`src/rtl/alu_arbiter_if.sv`:
```
// Request/response bundle between two requesters, the arbiter and the result consumer.
// The slave side belongs to the arbiter; master is the requester/consumer side.
interface alu_arbiter_if;
   logic       req0_valid;
   logic [1:0] req0_op;
   logic [3:0] req0_a;
   logic [3:0] req0_b;
   logic       req0_ready;
   logic       req1_valid;
   logic [1:0] req1_op;
   logic [3:0] req1_a;
   logic [3:0] req1_b;
   logic       req1_ready;
   logic       rsp_valid;
   logic       rsp_ready;
   logic       rsp_id;
   logic [3:0] rsp_data;
   logic       rsp_flag;

   modport slave (
      input  req0_valid, req0_op, req0_a, req0_b,
      input  req1_valid, req1_op, req1_a, req1_b,
      input  rsp_ready,
      output req0_ready, req1_ready,
      output rsp_valid, rsp_id, rsp_data, rsp_flag
   );

   modport master (
      output req0_valid, req0_op, req0_a, req0_b,
      output req1_valid, req1_op, req1_a, req1_b,
      output rsp_ready,
      input  req0_ready, req1_ready,
      input  rsp_valid, rsp_id, rsp_data, rsp_flag
   );
endinterface

```
`src/rtl/alu_arbiter.sv`:
```
// Two-requester round-robin front end for one shared decoder-style ALU: accept one
// operation, hold the ALU inputs SETTLE cycles, capture the selected output, hand it back.
module alu_arbiter #(
   parameter int unsigned SETTLE = 1
) (
   input  logic         clk,
   input  logic         rst,
   alu_arbiter_if.slave bus,
   output logic [1:0]   alu_s,
   output logic [3:0]   alu_a,
   output logic [3:0]   alu_b,
   input  logic [3:0]   alu_y0,
   input  logic [3:0]   alu_y1,
   input  logic [3:0]   alu_y2,
   input  logic [3:0]   alu_y3,
   input  logic         alu_cout,
   input  logic         alu_sign,
   output logic [7:0]   done_cnt
);

   localparam int unsigned CW = (SETTLE > 32'd1) ? $clog2(SETTLE) : 32'd1;

   localparam logic [1:0] ST_IDLE = 2'd0;
   localparam logic [1:0] ST_EXEC = 2'd1;
   localparam logic [1:0] ST_RESP = 2'd2;

   logic [1:0]    state_q, state_d;
   logic          ptr_q, ptr_d;
   logic [CW-1:0] cnt_q, cnt_d;
   logic [1:0]    alu_s_q, alu_s_d;
   logic [3:0]    alu_a_q, alu_a_d;
   logic [3:0]    alu_b_q, alu_b_d;
   logic          id_q, id_d;
   logic [3:0]    data_q, data_d;
   logic          flag_q, flag_d;
   logic [7:0]    done_q, done_d;
   logic          grant_s;
   logic          accept_s;
   logic [4:0]    capture_s;

   // Decoder ALU drives one output group per select; flag is only meaningful for add/sub.
   function automatic logic [4:0] capture_mux(
      input logic [1:0] op,
      input logic [3:0] y0, input logic [3:0] y1,
      input logic [3:0] y2, input logic [3:0] y3,
      input logic       cout, input logic sign
   );
      logic [4:0] r;
      r = 5'd0;
      case (op)
         2'b00:   r = {cout, y0};
         2'b01:   r = {sign, y1};
         2'b10:   r = {1'b0, y2};
         2'b11:   r = {1'b0, y3};
         default: r = 5'd0;
      endcase
      return r;
   endfunction

   // Grant selection: a lone valid wins, a tie goes to the priority pointer.
   always_comb begin
      grant_s = 1'b0;
      if (bus.req0_valid && bus.req1_valid) begin
         grant_s = ptr_q;
      end else if (bus.req1_valid) begin
         grant_s = 1'b1;
      end else begin
         grant_s = 1'b0;
      end
   end

   assign accept_s   = !rst && (state_q == ST_IDLE) && (bus.req0_valid || bus.req1_valid);
   assign capture_s  = capture_mux(alu_s_q, alu_y0, alu_y1, alu_y2, alu_y3, alu_cout, alu_sign);

   assign bus.req0_ready = accept_s && !grant_s;
   assign bus.req1_ready = accept_s && grant_s;
   assign bus.rsp_valid  = !rst && (state_q == ST_RESP);
   assign bus.rsp_id     = id_q;
   assign bus.rsp_data   = data_q;
   assign bus.rsp_flag   = flag_q;
   assign alu_s          = alu_s_q;
   assign alu_a          = alu_a_q;
   assign alu_b          = alu_b_q;
   assign done_cnt       = done_q;

   // Next-state logic for the IDLE -> EXEC -> RESP sequence and all payload registers.
   always_comb begin
      state_d = state_q;
      ptr_d   = ptr_q;
      cnt_d   = cnt_q;
      alu_s_d = alu_s_q;
      alu_a_d = alu_a_q;
      alu_b_d = alu_b_q;
      id_d    = id_q;
      data_d  = data_q;
      flag_d  = flag_q;
      done_d  = done_q;
      case (state_q)
         ST_IDLE: begin
            if (accept_s) begin
               state_d = ST_EXEC;
               id_d    = grant_s;
               cnt_d   = CW'(SETTLE - 32'd1);
               if (grant_s) begin
                  alu_s_d = bus.req1_op;
                  alu_a_d = bus.req1_a;
                  alu_b_d = bus.req1_b;
               end else begin
                  alu_s_d = bus.req0_op;
                  alu_a_d = bus.req0_a;
                  alu_b_d = bus.req0_b;
               end
            end else begin
               state_d = ST_IDLE;
            end
         end
         ST_EXEC: begin
            if (cnt_q == {CW{1'b0}}) begin
               state_d = ST_RESP;
               data_d  = capture_s[3:0];
               flag_d  = capture_s[4];
            end else begin
               cnt_d = cnt_q - CW'(1'b1);
            end
         end
         ST_RESP: begin
            if (bus.rsp_ready) begin
               state_d = ST_IDLE;
               done_d  = done_q + 8'd1;
               ptr_d   = ~id_q;
            end else begin
               state_d = ST_RESP;
            end
         end
         default: begin
            state_d = ST_IDLE;
         end
      endcase
   end

   // State and payload registers; reset abandons any operation in flight.
   always_ff @(posedge clk) begin
      if (rst) begin
         state_q <= ST_IDLE;
         ptr_q   <= 1'b0;
         cnt_q   <= {CW{1'b0}};
         alu_s_q <= 2'b00;
         alu_a_q <= 4'b0000;
         alu_b_q <= 4'b0000;
         id_q    <= 1'b0;
         data_q  <= 4'b0000;
         flag_q  <= 1'b0;
         done_q  <= 8'd0;
      end else begin
         state_q <= state_d;
         ptr_q   <= ptr_d;
         cnt_q   <= cnt_d;
         alu_s_q <= alu_s_d;
         alu_a_q <= alu_a_d;
         alu_b_q <= alu_b_d;
         id_q    <= id_d;
         data_q  <= data_d;
         flag_q  <= flag_d;
         done_q  <= done_d;
      end
   end

endmodule

```
`src/flat_wrapper.sv`:
```
// flat-port wrapper written by rule: the top's interface ports become plain ports
module alu_arbiter_flat 
#(
   parameter int unsigned SETTLE = 1
)
  (clk, rst, alu_s, alu_a, alu_b, alu_y0, alu_y1, alu_y2, alu_y3, alu_cout, alu_sign, done_cnt, bus_req0_valid, bus_req0_op, bus_req0_a, bus_req0_b, bus_req1_valid, bus_req1_op, bus_req1_a, bus_req1_b, bus_rsp_ready, bus_req0_ready, bus_req1_ready, bus_rsp_valid, bus_rsp_id, bus_rsp_data, bus_rsp_flag);
  alu_arbiter_if bus_i ();
  input  logic clk;
  input  logic rst;
  output logic [1:0] alu_s;
  output logic [3:0] alu_a;
  output logic [3:0] alu_b;
  input  logic [3:0] alu_y0;
  input  logic [3:0] alu_y1;
  input  logic [3:0] alu_y2;
  input  logic [3:0] alu_y3;
  input  logic alu_cout;
  input  logic alu_sign;
  output logic [7:0] done_cnt;
  input wire logic [$bits(bus_i.req0_valid)-1:0] bus_req0_valid;
  input wire logic [$bits(bus_i.req0_op)-1:0] bus_req0_op;
  input wire logic [$bits(bus_i.req0_a)-1:0] bus_req0_a;
  input wire logic [$bits(bus_i.req0_b)-1:0] bus_req0_b;
  input wire logic [$bits(bus_i.req1_valid)-1:0] bus_req1_valid;
  input wire logic [$bits(bus_i.req1_op)-1:0] bus_req1_op;
  input wire logic [$bits(bus_i.req1_a)-1:0] bus_req1_a;
  input wire logic [$bits(bus_i.req1_b)-1:0] bus_req1_b;
  input wire logic [$bits(bus_i.rsp_ready)-1:0] bus_rsp_ready;
  output wire logic [$bits(bus_i.req0_ready)-1:0] bus_req0_ready;
  output wire logic [$bits(bus_i.req1_ready)-1:0] bus_req1_ready;
  output wire logic [$bits(bus_i.rsp_valid)-1:0] bus_rsp_valid;
  output wire logic [$bits(bus_i.rsp_id)-1:0] bus_rsp_id;
  output wire logic [$bits(bus_i.rsp_data)-1:0] bus_rsp_data;
  output wire logic [$bits(bus_i.rsp_flag)-1:0] bus_rsp_flag;
  assign bus_i.req0_valid = bus_req0_valid;
  assign bus_i.req0_op = bus_req0_op;
  assign bus_i.req0_a = bus_req0_a;
  assign bus_i.req0_b = bus_req0_b;
  assign bus_i.req1_valid = bus_req1_valid;
  assign bus_i.req1_op = bus_req1_op;
  assign bus_i.req1_a = bus_req1_a;
  assign bus_i.req1_b = bus_req1_b;
  assign bus_i.rsp_ready = bus_rsp_ready;
  assign bus_req0_ready = bus_i.req0_ready;
  assign bus_req1_ready = bus_i.req1_ready;
  assign bus_rsp_valid = bus_i.rsp_valid;
  assign bus_rsp_id = bus_i.rsp_id;
  assign bus_rsp_data = bus_i.rsp_data;
  assign bus_rsp_flag = bus_i.rsp_flag;
  alu_arbiter #(.SETTLE(SETTLE)) u_core (.clk(clk), .rst(rst), .bus(bus_i), .alu_s(alu_s), .alu_a(alu_a), .alu_b(alu_b), .alu_y0(alu_y0), .alu_y1(alu_y1), .alu_y2(alu_y2), .alu_y3(alu_y3), .alu_cout(alu_cout), .alu_sign(alu_sign), .done_cnt(done_cnt));
endmodule
```
`config.mk`:
```
export PLATFORM = sky130hd
export DESIGN_NAME = alu_arbiter_flat
export DESIGN_NICKNAME = d
export VERILOG_FILES = /design/src/rtl/alu_arbiter_if.sv /design/src/rtl/alu_arbiter.sv /design/src/flat_wrapper.sv
export SDC_FILE = /design/constraint.sdc
export NUM_CORES = 1
export LEC_CHECK = 0
export CAP_MARGIN = 20
export CORE_MARGIN = 2
export CORE_UTILIZATION = 30
export CTS_CLUSTER_SIZE = 20
export DETAILED_ROUTE_END_ITERATION = 8
export SYNTH_ARGS = -nofsm -noshare
export SYNTH_HDL_FRONTEND = slang
export SYNTH_SLANG_ARGS = --single-unit
```
`constraint.sdc`:
```
create_clock -name clk -period 1.91 [get_ports clk]
set_input_delay 0.382 -clock clk [delete_from_list [all_inputs] [get_ports clk]]
set_output_delay 0.382 -clock clk [all_outputs]
set_load 0.05 [all_outputs]
```
Word-level counts from Yosys, hierarchy flattened
Index checks and enable logic that the tools add are counted.

word-level totals
  bits of input ports = 43
  register bits = 28

cells by class
  reductions and logical operators = 16
  equal/unequal tests = 7
  mux-type cells = 13
  bitwise operators = 2
  add/subtract/negate cells = 2

operators by type and width
  kind                                            number
  one-hot mux 5 bit (4 select lines)              1
  adder 8 x 1 -> 8 bit (second input constant)    1
  two-way mux 4 bit                               2
  AND reduction 2 bit                             4
  == test 2 bit (second input constant)           3
  logical AND 1 bit                               6
  two-way mux 2 bit                               3
  one-hot mux 2 bit (3 select lines)              1
  two-way mux 1 bit                               5
  == test 2 x 1 -> 1 bit (second input constant)  2
  zero test 2 bit                                 2
  zero test 1 bit                                 2
  != test 2 x 1 -> 1 bit (second input constant)  1
  != test 2 bit (second input constant)           1
  inverter 1 bit                                  2
  one-hot mux 1 bit (2 select lines)              1
  nonzero test 2 bit                              1
  logical OR 1 bit                                1
  subtractor 1 bit (second input constant)        1

Longest topological paths before layout
  depth after elaboration = 5
  mapped depth = 5

Least setup slack after synthesis
No wires, ideal clock.

  path type = input -> output
  start = input port rst
  end = output port bus_req1_ready
  arrival time = 2.006 ns
  path slack = -0.478 ns
  cell stages on the path = 3
  path buffers = 1
  path through = buf_2 > nor3_1 > nor3b_1

between the ends
  word-level cells in the longest chain between the ends = 4

ends and longest elaborated chain
  item                            RTL line            text
  from (decl)                     flat_wrapper.sv:9   input logic rst;
  zero test 1 bit                 alu_arbiter.sv:72   assign accept_s = !rst && (state_q == ST_IDLE) && (bus.req0_valid || bus.req1_valid);
  logical AND 1 bit (2 in a row)  alu_arbiter.sv:72
  logical AND 1 bit               alu_arbiter.sv:76   assign bus.req1_ready = accept_s && grant_s;
  to (decl)                       flat_wrapper.sv:30  output wire logic [$bits(bus_i.req1_ready)-1:0] bus_req1_ready;

Every way passes these cells.

Worst setup path in the final report
  start = input port bus_req0_valid
  end = output port bus_req0_ready

between the ends
  word-level cells in the longest chain between the ends = 4
  elaborated cells between the ends (all ways) = 6
  classes of those cells = mux (1); reduce/logical (5)

ends and longest elaborated chain
  item                 RTL line            text
  from (decl)          flat_wrapper.sv:20  input wire logic [$bits(bus_i.req0_valid)-1:0] bus_req0_valid;
  logical AND 1 bit    alu_arbiter.sv:63   if (bus.req0_valid && bus.req1_valid) begin
  two-way mux 1 bit    alu_arbiter.sv:63
  zero test 1 bit      alu_arbiter.sv:75   assign bus.req0_ready = accept_s && !grant_s;
  logical AND 1 bit *  alu_arbiter.sv:75
  to (decl)            flat_wrapper.sv:29  output wire logic [$bits(bus_i.req0_ready)-1:0] bus_req0_ready;

Every way passes the cells marked *; elsewhere a longest branch is shown, timed or not.

==> out/summary.log <==
INFO  die            pin_count=70
INFO  critical_path  worst-endpoint-required=1.53ns
INFO  synthesis      ys_warn_count=0
INFO  sta            finalClockSkew=0.00225ns
INFO  sta            report.final.hold_viol_count=0
INFO  synthesis      top_area_cell_type_share_of_the_netlist_area=40.4%
INFO  critical_path  endpoint_kind=primary output
INFO  grt            gr-total-overflow=0
INFO  critical_path  timing_worst_setup_path_type=in -> out
INFO  pwr            vdd_ir_drop_max=0.319mV
INFO  synthesis      postSynthRegisterBits=27
INFO  clock_tree     cts_inserted_buffers=3
INFO  pwr            pwr_density_cell=644mW/mm^2
INFO  sta            worst_slew_slack_as_a_fraction_of_its_limit=63.8%
INFO  clock_tree     cts_sinks=27
INFO  routing        ant_nets=0
INFO  sta            max_slew.worst_pin.slew=0.541ns
INFO  grt            grt_antenna_before_repair=0
INFO  die            number_of_standard_cell_rows_in_the_floorplan=24
INFO  die            chipHeight=70.7um
INFO  cells_and_area insertedDiodeCount=0
INFO  die            initial_utilization=30.9%
INFO  critical_path  startpoint_type_of_the_worst_setup_path=primary input
INFO  clock_tree     cts.hold.buffers_added=0
INFO  clock_tree     clock_tree.htree_level_count=1
INFO  min_path       hold_class=reg -> reg
INFO  routing        dr.pass1.iters=4
INFO  job            total_of_max_cap_violations=0
INFO  sta            setup_tns_final=0ns
INFO  clock_tree     root_buffer=sky130_fd_sc_hd__clkbuf_8
INFO  place          buffer_ports.inserted=69
INFO  grt            via_count_of_the_first_global_routing_pass=1413
INFO  critical_path  data_arrival_at_the_endpoint_of_the_critical_path=1.50ns
INFO  clock_tree     insertion_delay=0.27ns
INFO  sta            setup-violations-final=0
INFO  clock_tree     cts.path.max_buffers=2
INFO  place          place_area=0.00217mm^2
INFO  synthesis      synth_top_cells_by_count=sky130_fd_sc_hd__dfxtp_1 (27), sky130_fd_sc_hd__a21oi_1 (18), sky130_fd_sc_hd__o21ai_0 (12), sky130_fd_sc_hd__a311oi_1 (10), sky130_fd_sc_hd__nand3b_1 (10)
INFO  synthesis      syn-cell-area=0.00134mm^2
INFO  pwr            net-switching-power=0.000451W
INFO  die            core-area=0.00432mm^2
INFO  place          place_congestion=0.831
INFO  routing        post_drt_via_cell_ratio=5.19
INFO  sta            achievable-frequency=0.531GHz
INFO  pwr            combPwrFrac=33.5%
INFO  routing        drt_drc_violations_left=0
INFO  synthesis      synthMostInstantiatedCell=sky130_fd_sc_hd__dfxtp_1
INFO  synthesis      synth.area.top_cells=sky130_fd_sc_hd__dfxtp_1 (40%), sky130_fd_sc_hd__a21oi_1 (6.7%), sky130_fd_sc_hd__mux4_2 (6.7%)
INFO  synthesis      syn_area_per_cell=9.48um^2
INFO  routing        detail_route.wirelength=4.02mm
INFO  grt            wire_length_of_the_first_global_routing_pass=6.67mm
INFO  place          detailedPlacementHpwl=3.14mm
INFO  cells_and_area final_cell_area=0.00223mm^2
INFO  pwr            clkPwrFrac=22.4%
INFO  pwr            seqPwrFrac=44.1%
INFO  routing        num_vias=1392
INFO  cells_and_area design.final.nets=261
INFO  sta            fin_crit_sh=98.7%
INFO  cells_and_area multi_input_comb_area=762um^2
INFO  synthesis      synth_edf_count=0
INFO  critical_path  crit_fanout=2
INFO  clock_tree     clkSlewWorstSetupHoldPaths=0.09ns
INFO  synthesis      synth_top_cell_by_area=sky130_fd_sc_hd__dfxtp_1
INFO  outcome        outcome=completed
INFO  sta            drv_slew=0
INFO  cells_and_area drive_gt1_share=21.8%
INFO  synthesis      ys_types=33
INFO  synthesis      synth_seq_area_share=40.4%
INFO  routing        drtIter0Drc=49
INFO  clock_tree     cts_tree=yes
INFO  grt            track_usage=16.6%
INFO  die            dieArea=0.00500mm^2
INFO  pwr            power_report.internal_total=0.000987W
INFO  synthesis      synth_flop_type=sky130_fd_sc_hd__dfxtp_1
INFO  pwr            cellLeakagePower=0.853nW
INFO  grt            grt_max_degree=27
INFO  routing        wl_per_cell=15.0um
INFO  cells_and_area non_filler_cells_final=268
INFO  synthesis      asyncSetResetFlopFracSynth=0%
INFO  sta            finalHoldWorstSlack=0.475ns
INFO  sta            finalCriticalPeriod=1.88ns
INFO  die            fp.dieW=70.7um
INFO  synthesis      synth.net_count=185
INFO  synthesis      post_synth_inst_count=141
INFO  pwr            power.switching_fraction=31.4%
INFO  place          post-place-cells=264
INFO  cells_and_area register_area=541um^2
INFO  cells_and_area num-fill-cells=400
INFO  cells_and_area layout-area-overhead-vs-synth=67.1%
## per-stage QoR
stage | utilization [%] | total power, W | setup WS, ns
finish | 51.6 | 0.00144 | 0.0255
global route | 51.6 | 0.00151 | -0.00990
CTS | 51.5 | 0.00146 | 0.0291
detailed placement | 50.2 | 0.00112 | -0.0561
global placement | 50.2 | 0.00112 | -0.0161
floorplan | - | 0.000905 | 0.0320
## final timing paths
path	startpoint	endpoint	slack (ns)	depth (start not counted)
setup / recovery	bus_req0_valid	bus_req0_ready	0.03	5
hold / removal	u_core.bus.rsp_flag	u_core.bus.rsp_flag	0.48	2
setup reg to reg	u_core.alu_s[0]	u_core.bus.rsp_data[0]	0.43	3
hold reg to reg	u_core.bus.rsp_flag	u_core.bus.rsp_flag	0.48	2
## power groups by stage
| stage | sequential [W] | clock (W) | combinational (W) |
|---|---|---|---|
| 6_report | 0.000634 | 0.000323 | 0.000481 |
| 5_1_grt | 0.000641 | 0.000359 | 0.000512 |
| 2_1_floorplan | 0.000744 | 0 | 0.000161 |
| 3_5_place_dp | 0.000646 | 0 | 0.000478 |
| 4_1_cts | 0.000634 | 0.000338 | 0.000484 |
| 3_3_place_gp | 0.000644 | 0 | 0.000472 |
## placed cells by master (no fill, tap or decap), types with 4 or more instances in the layout
master / netlist / final
sky130_fd_sc_hd__buf_4: 1 / 23
sky130_fd_sc_hd__a311oi_1: 10 / 10
sky130_fd_sc_hd__dfxtp_1: 27 / 27
sky130_fd_sc_hd__mux2i_1: 6 / 6
sky130_fd_sc_hd__a21oi_1: 18 / 18
sky130_fd_sc_hd__clkdlybuf4s50_1: 0 / 53
sky130_fd_sc_hd__nand3b_1: 10 / 10
sky130_fd_sc_hd__nor2_1: 7 / 7
sky130_fd_sc_hd__buf_12: 0 / 4
sky130_fd_sc_hd__mux4_2: 4 / 4
sky130_fd_sc_hd__o21ai_0: 12 / 12
## cell type report
cell class | instances | area share [%]
repair buffers | 83 | 36.4
inverters | 2 | 0.336
multi-input cells | 100 | 34.1
clock buffers | 4 | 2.02
well taps | 52 | 2.91
flip-flops and latches | 27 | 24.2
## per-layer routing
layer	vias up	track usage, %	routed length, um
met5	-	0	0
li1	684	-	-
met2	56	27.7	1880
met3	9	4.42	324
met1	643	19.8	1710
met4	0	7.76	115
## cell families (layout without fill, tap and decap cells)
kind of cell    count (synthesis)  count (layout)  share of synthesized area (%)
fa+ha+maj                       1               1                          0.936
mux                            10              10                           11.2
compound gates                 46              46                           21.3
flops                          27              27                           40.4
simple gates                   41              41                           20.1
buf+inv                        14              89                           4.59
xor+xnor                        2               2                           1.31
## worst max-delay path: stages
cell                              delay [ns]
sky130_fd_sc_hd__clkdlybuf4s50_1        0.41
sky130_fd_sc_hd__or2_2                  0.29
sky130_fd_sc_hd__and2_4                 0.15
sky130_fd_sc_hd__o21a_2                 0.12
sky130_fd_sc_hd__buf_12                 0.15
## flip-flops by register name, summed over array words and instances, names as in the netlist
signal               count
u_core.bus.rsp_data      4
u_core.alu_s             2
u_core.state_q           2
u_core.done_cnt          8
u_core.bus.rsp_flag      1
u_core.ptr_q             1
u_core.bus.rsp_id        1
u_core.alu_b             4
u_core.alu_a             4
## timing repair
item / CTS / global route
pin swaps: 1 / 0
gates resized for setup: 5 / 2
cloned: 0 / 0
endpoints found under the hold margin: 0 / 0
buffers inserted: 0 / 0
setup endpoints to repair: 2 / 2
Note: power is estimated with default switching activity, not from simulation.
